[config.mk]
export PLATFORM = sky130hd
export DESIGN_NAME = ps2_keyboard
export DESIGN_NICKNAME = d
export VERILOG_FILES = /design/src/rtl/ps2_keyboard.sv
export SDC_FILE = /design/constraint.sdc
export NUM_CORES = 1
export LEC_CHECK = 0
export CORE_ASPECT_RATIO = 0.6
export CORE_UTILIZATION = 40
export CTS_BUF_LIST = sky130_fd_sc_hd__clkbuf_8
export CTS_CLUSTER_SIZE = 14
export DETAILED_ROUTE_END_ITERATION = 10
export PLACE_DENSITY = 0.65
export SLEW_MARGIN = 30
export SYNTH_ARGS = -nofsm -noshare
export SYNTH_HDL_FRONTEND = slang
export SYNTH_SLANG_ARGS = --single-unit
[constraint.sdc]
create_clock -name clk -period 3.1 [get_ports clk]
set_clock_uncertainty 0.2 [all_clocks]
set_input_delay 0.93 -clock clk [delete_from_list [all_inputs] [get_ports clk]]
set_output_delay 0.93 -clock clk [all_outputs]
set_load 0.01 [all_outputs]
[src/rtl/ps2_keyboard.sv]
`default_nettype none
// +---------------------------------------------------------------------------+
// | ps2_keyboard : PS/2 set-2 receiver with Hack keycode translation          |
// | Revision 1.0                                                              |
// +---------------------------------------------------------------------------+
module ps2_keyboard #(
   parameter int FILTER_LEN     = 4,
   parameter int TIMEOUT_CYCLES = 25000
) (
   input  logic       clk,
   input  logic       rst_n,
   input  logic       ps2_clk,
   input  logic       ps2_data,
   output logic [7:0] keyboard,
   output logic [7:0] scan_code,
   output logic       scan_valid,
   output logic       frame_err
);

   localparam int FW = $clog2(FILTER_LEN + 1);
   localparam int TW = $clog2(TIMEOUT_CYCLES + 1);
   localparam logic [FW-1:0] FILT_LAST = FW'(FILTER_LEN - 1);
   localparam logic [TW-1:0] TMO_LAST  = TW'(TIMEOUT_CYCLES - 1);

   typedef enum logic [1:0] {
      IDLE   = 2'd0,
      DATA   = 2'd1,
      PARITY = 2'd2,
      STOP   = 2'd3
   } state_t;

   logic          clk_s1, clk_s2, data_s1, data_s2;
   logic          clk_filt;
   logic [FW-1:0] filt_cnt;
   logic          fall;

   state_t        state;
   logic [7:0]    shift;
   logic [2:0]    bit_cnt;
   logic          par_bit;
   logic [TW-1:0] tmo_cnt;

   logic          ext, brk;
   logic [7:0]    hack;

   // Lines idle high, so the synchronisers and filter reset to 1 to avoid a false fall.
   always_ff @(posedge clk) begin
      if (!rst_n) begin
         clk_s1   <= 1'b1;
         clk_s2   <= 1'b1;
         data_s1  <= 1'b1;
         data_s2  <= 1'b1;
         clk_filt <= 1'b1;
         filt_cnt <= '0;
      end else begin
         clk_s1  <= ps2_clk;
         clk_s2  <= clk_s1;
         data_s1 <= ps2_data;
         data_s2 <= data_s1;
         if (clk_s2 == clk_filt) begin
            filt_cnt <= '0;
         end else if (filt_cnt == FILT_LAST) begin
            clk_filt <= clk_s2;
            filt_cnt <= '0;
         end else begin
            filt_cnt <= filt_cnt + 1'b1;
         end
      end
   end

   assign fall = clk_filt && !clk_s2 && (filt_cnt == FILT_LAST);

   always_ff @(posedge clk) begin
      if (!rst_n) begin
         state      <= IDLE;
         shift      <= '0;
         bit_cnt    <= '0;
         par_bit    <= 1'b0;
         tmo_cnt    <= '0;
         scan_code  <= '0;
         scan_valid <= 1'b0;
         frame_err  <= 1'b0;
      end else begin
         scan_valid <= 1'b0;
         frame_err  <= 1'b0;

         if (state == IDLE || fall) begin
            tmo_cnt <= '0;
         end else begin
            tmo_cnt <= tmo_cnt + 1'b1;
         end

         if (state != IDLE && !fall && tmo_cnt == TMO_LAST) begin
            state     <= IDLE;
            frame_err <= 1'b1;
         end else if (fall) begin
            case (state)
               IDLE: begin
                  if (!data_s2) begin
                     state   <= DATA;
                     bit_cnt <= '0;
                  end
               end
               DATA: begin
                  shift   <= {data_s2, shift[7:1]};
                  bit_cnt <= bit_cnt + 1'b1;
                  if (bit_cnt == 3'd7) begin
                     state <= PARITY;
                  end
               end
               PARITY: begin
                  par_bit <= data_s2;
                  state   <= STOP;
               end
               STOP: begin
                  // Odd parity: data bits plus parity bit must XOR to 1.
                  if (data_s2 && (^{shift, par_bit})) begin
                     scan_code  <= shift;
                     scan_valid <= 1'b1;
                  end else begin
                     frame_err <= 1'b1;
                  end
                  state <= IDLE;
               end
               default: state <= IDLE;
            endcase
         end
      end
   end

   always_comb begin
      hack = 8'd0;
      case ({ext, scan_code})
         9'h01C: hack = 8'd65;
         9'h032: hack = 8'd66;
         9'h021: hack = 8'd67;
         9'h023: hack = 8'd68;
         9'h024: hack = 8'd69;
         9'h02B: hack = 8'd70;
         9'h034: hack = 8'd71;
         9'h033: hack = 8'd72;
         9'h043: hack = 8'd73;
         9'h03B: hack = 8'd74;
         9'h042: hack = 8'd75;
         9'h04B: hack = 8'd76;
         9'h03A: hack = 8'd77;
         9'h031: hack = 8'd78;
         9'h044: hack = 8'd79;
         9'h04D: hack = 8'd80;
         9'h015: hack = 8'd81;
         9'h02D: hack = 8'd82;
         9'h01B: hack = 8'd83;
         9'h02C: hack = 8'd84;
         9'h03C: hack = 8'd85;
         9'h02A: hack = 8'd86;
         9'h01D: hack = 8'd87;
         9'h022: hack = 8'd88;
         9'h035: hack = 8'd89;
         9'h01A: hack = 8'd90;
         9'h045: hack = 8'd48;
         9'h016: hack = 8'd49;
         9'h01E: hack = 8'd50;
         9'h026: hack = 8'd51;
         9'h025: hack = 8'd52;
         9'h02E: hack = 8'd53;
         9'h036: hack = 8'd54;
         9'h03D: hack = 8'd55;
         9'h03E: hack = 8'd56;
         9'h046: hack = 8'd57;
         9'h029: hack = 8'd32;
         9'h05A: hack = 8'd128;
         9'h066: hack = 8'd129;
         9'h076: hack = 8'd140;
         9'h16B: hack = 8'd130;
         9'h175: hack = 8'd131;
         9'h174: hack = 8'd132;
         9'h172: hack = 8'd133;
         default: hack = 8'd0;
      endcase
   end

   // Decode runs one cycle behind scan_valid so keyboard lands at N+2.
   always_ff @(posedge clk) begin
      if (!rst_n) begin
         keyboard <= '0;
         ext      <= 1'b0;
         brk      <= 1'b0;
      end else if (frame_err) begin
         ext <= 1'b0;
         brk <= 1'b0;
      end else if (scan_valid) begin
         if (scan_code == 8'hE0) begin
            ext <= 1'b1;
         end else if (scan_code == 8'hF0) begin
            brk <= 1'b1;
         end else begin
            ext <= 1'b0;
            brk <= 1'b0;
            if (hack != 8'd0) begin
               if (!brk) begin
                  keyboard <= hack;
               end else if (hack == keyboard) begin
                  keyboard <= 8'd0;
               end
            end
         end
      end
   end

endmodule
`default_nettype wire

==> results.rst <==
.. list-table::
   :header-rows: 1

   * - Metric
     - Value
   * - Number of clock buffers inserted by TritonCTS
     - 9
   * - Pins over their slew limit
     - 0
   * - Sequential fraction of the synthesis area
     - 31.1%
   * - Clock input transition at the sequential cells of the worst setup and hold paths
     - 0.06 ns
   * - Antenna violations before repair
     - 0
   * - Syn Area/Cell
     - around 8.4 sq um
   * - Bufs on Longest Clock Path
     - 2
   * - Count of distinct cell types in the synthesized netlist
     - 76
   * - Clk Latency, worst-skew pair
     - about 0.34 ns
   * - Final WS setup
     - 0.116 ns
   * - Wire length of the first global-routing pass
     - roughly 17,000 um
   * - Period utilisation layout
     - 96.3%
   * - Buffer cell driving the clock tree root
     - sky130_fd_sc_hd__clkbuf_8
   * - DRT Wirelength
     - between 10,000 and 15,000 um
   * - Critical path endpoint category
     - register
   * - Share of the synthesized area in the top cell type
     - a little under a third
   * - Post-synth net total
     - between 400 and 500
   * - Max-slew headroom at the worst pin
     - 60.5%
   * - Routed wirelength normalized by instance count
     - 17.5 um
   * - Min Clock Period, post-route
     - 2.98 ns
   * - Pre-CTS worst setup slack
     - -0.00791 ns
   * - Number of rows created at floorplan
     - 26
   * - Final setup violation count
     - 0
   * - Gate count of the mapped netlist
     - 436
   * - Clock tree sinks
     - 57
   * - EDFF count, synth
     - 0
   * - Synth Warn #
     - 0
   * - Via count
     - approximately 3,500
   * - Aggregate negative setup slack
     - 0 ns
   * - Remaining global-route overflow
     - 0
   * - Worst setup SP type
     - register
   * - Most used standard cells in the synthesized netlist
     - sky130_fd_sc_hd__dfxtp_1 (57), sky130_fd_sc_hd__nor2_1 (57), sky130_fd_sc_hd__a21oi_1 (39)
   * - Effective utilization at floorplan
     - 42.1%
   * - Cell type with the highest aggregate area in the netlist
     - sky130_fd_sc_hd__dfxtp_1
   * - Fraction of layout instances using a drive strength above 1
     - 18.0%
   * - Final hold violation count
     - 0
   * - Drt first pass iters
     - 5
   * - Remaining design rule violation count
     - 0
   * - Number of placed cells counting well taps
     - 585
   * - Path class of the lowest-slack min-delay path
     - reg -> reg
   * - Fmax
     - 0.335 GHz
   * - Top-level port count
     - 22
   * - Peak supply drop
     - 0.195 mV
   * - Category of the most critical setup path
     - reg -> reg
   * - Largest net degree at the start of global routing
     - 22
   * - Ratio of total power to cell area
     - roughly 350 nW/um^2
   * - Total Routing Usage GR
     - 22.7%
   * - Number of violations reported at the end of detailed-routing iteration 0
     - 413
   * - H-Tree Depth
     - 3
   * - Flop and latch count out of synthesis
     - 57
   * - Synth top area cells
     - sky130_fd_sc_hd__dfxtp_1 (31%), sky130_fd_sc_hd__nor2_1 (5.8%), sky130_fd_sc_hd__mux2i_1 (5.4%)
   * - Measured slew at the worst slew-check pin
     - 0.591 ns
   * - Final ANT Viol Nets
     - 0
   * - Placer Congestion
     - 1.04
   * - Floorplan die width
     - 126 um
   * - Vias in the first global route
     - 3,109
   * - Endpoint arrival time on the critical path
     - approximately 3.0 ns
   * - Vertical extent of the die
     - 76.2 um
   * - Number of maximum-capacitance violations
     - 0
   * - Final hold slack
     - 0.207 ns
   * - Dominant synthesized flop cell
     - sky130_fd_sc_hd__dfxtp_1
   * - Standard cell core area
     - 8720 sq um
   * - CTS tree
     - yes
   * - Die area
     - 9580 sq um
   * - Nets
     - 500
   * - IO Port Bufs
     - 21
   * - Diodes inserted
     - 0
   * - Cell area after synthesis
     - between 3000 and 4000 sq um
   * - CP Data Required Time
     - 3.12 ns
   * - Run status
     - finished clean
   * - Area growth, synth to finish
     - 21.2%
   * - Leakage
     - 1.72 nW
   * - Design Power
     - 1.57 mW
   * - Final HPWL DP
     - 7990 um
   * - Crit Path Max Fanout
     - 10
   * - Number of cells in the finished layout apart from fillers
     - about 600
   * - CTS Hold Bufs
     - 0
   * - Share of flip-flops with an asynchronous set or reset after synthesis
     - 0%
   * - Via density per instance
     - 5.88
==> cell type report <==
type / instances / area (sq um)
Fill cell: 817 / 4270
Multi-Input combinational cell: 343 / 2350
Sequential cell: 57 / 1150
Timing Repair Buffer: 65 / 553
Clock buffer: 12 / 165
Tap cell: 112 / 140
Clock inverter: 3 / 63.8
Inverter: 10 / 37.5
==> state kept, by name, summed over array words and instances (netlist names) <==
name / cells
brk: 1
clk_filt: 1
keyboard: 8
bit_cnt: 3
state: 2
par_bit: 1
clk_s2: 1
tmo_cnt: 15
ext: 1
clk_s1: 1
filt_cnt: 3
data_s1: 1
scan_valid: 1
shift: 8
scan_code: 8
frame_err: 1
data_s2: 1
==> what timing repair did <==
| item | CTS | global route |
|---|---|---|
| pin swaps | 0 | 2 |
| setup endpoints to repair | 8 | 8 |
| buffers inserted | 0 | 2 |
| gates resized for setup | 1 | 7 |
==> report_power, final <==
part	switching (mW)	total (mW)	leakage (nW)	internal, mW
Clock	0.295	0.806	0.120	0.511
Combinational	0.0151	0.0257	1.14	0.0105
Sequential	0.00121	0.736	0.462	0.735
==> metrics by stage <==
step	utilization, %	instance area (sq um)
finish	51.1	4450
global route	51.1	4450
CTS	50.6	4410
detailed placement	48.0	4180
global placement	48.0	4180
floorplan	-	3670
==> worst max-delay path: stages (launching register included) <==
cell and delay (ns):
sky130_fd_sc_hd__dfxtp_1 0.62, sky130_fd_sc_hd__buf_4 0.23, sky130_fd_sc_hd__nor2_1 0.08, sky130_fd_sc_hd__and3_1 0.22
sky130_fd_sc_hd__o211ai_1 0.28, sky130_fd_sc_hd__nor4bb_2 0.46, sky130_fd_sc_hd__a21o_1 0.23, sky130_fd_sc_hd__nand4b_4 0.17
sky130_fd_sc_hd__nor4_1 0.27, sky130_fd_sc_hd__a21oi_1 0.10
==> logic make-up (layout without fill, tap and decap cells) <==
| group | after synthesis | count (layout) | synth area share, % |
|---|---|---|---|
| muxes | 20 | 20 | 5.45 |
| and+or+nand+nor | 203 | 203 | 32.4 |
| buffers and inverters | 36 | 90 | 5.65 |
| xor gates and xnor gates | 24 | 24 | 5.93 |
| DFF | 57 | 57 | 31.1 |
| adders and majority gates | 10 | 10 | 3.41 |
| AOI/OAI and AO/OA | 86 | 86 | 16.1 |
==> worst paths after layout <==
kind                              from                  endpoint  slack [ns]  cells past startpoint
max          scan_code[7]$_SDFFE_PN0P_  keyboard[7]$_SDFFE_PN0P_        0.12                      9
min                  clk_s1$_SDFF_PN1_         clk_s2$_SDFF_PN1_        0.21                      1
max reg2reg  scan_code[7]$_SDFFE_PN0P_  keyboard[7]$_SDFFE_PN0P_        0.12                      9
min reg2reg          clk_s1$_SDFF_PN1_         clk_s2$_SDFF_PN1_        0.21                      1
==> layout by cell type, fill, tap and decap left out, types with 4 or more instances in the layout <==
cell type,instances
sky130_fd_sc_hd__nor4bb_1,5
sky130_fd_sc_hd__dfxtp_1,53
sky130_fd_sc_hd__and3_1,6
sky130_fd_sc_hd__o21ai_0,10
sky130_fd_sc_hd__nor4_1,11
sky130_fd_sc_hd__nand4_1,9
sky130_fd_sc_hd__nor3_1,10
sky130_fd_sc_hd__nor2_1,57
sky130_fd_sc_hd__or3_1,7
sky130_fd_sc_hd__clkdlybuf4s50_1,21
sky130_fd_sc_hd__nand2b_1,11
sky130_fd_sc_hd__xor2_1,10
sky130_fd_sc_hd__nand2_1,25
sky130_fd_sc_hd__nand3_1,16
sky130_fd_sc_hd__dfxtp_2,4
sky130_fd_sc_hd__inv_1,10
sky130_fd_sc_hd__buf_4,43
sky130_fd_sc_hd__o211ai_1,4
sky130_fd_sc_hd__mux2i_1,20
sky130_fd_sc_hd__ha_1,10
sky130_fd_sc_hd__a21oi_1,39
sky130_fd_sc_hd__xnor2_1,13
sky130_fd_sc_hd__nor2b_1,6
sky130_fd_sc_hd__clkbuf_8,12
==> layer usage <==
layer	vias to the layer above	share of wire [%]	track usage [%]
met3	7	10	8.01
met1	1672	53	35.7
met2	171	36	28.4
met4	0	0.44	4.02
met5	-	0	0
li1	1692	-	-
(Power assumes the default switching activity.)
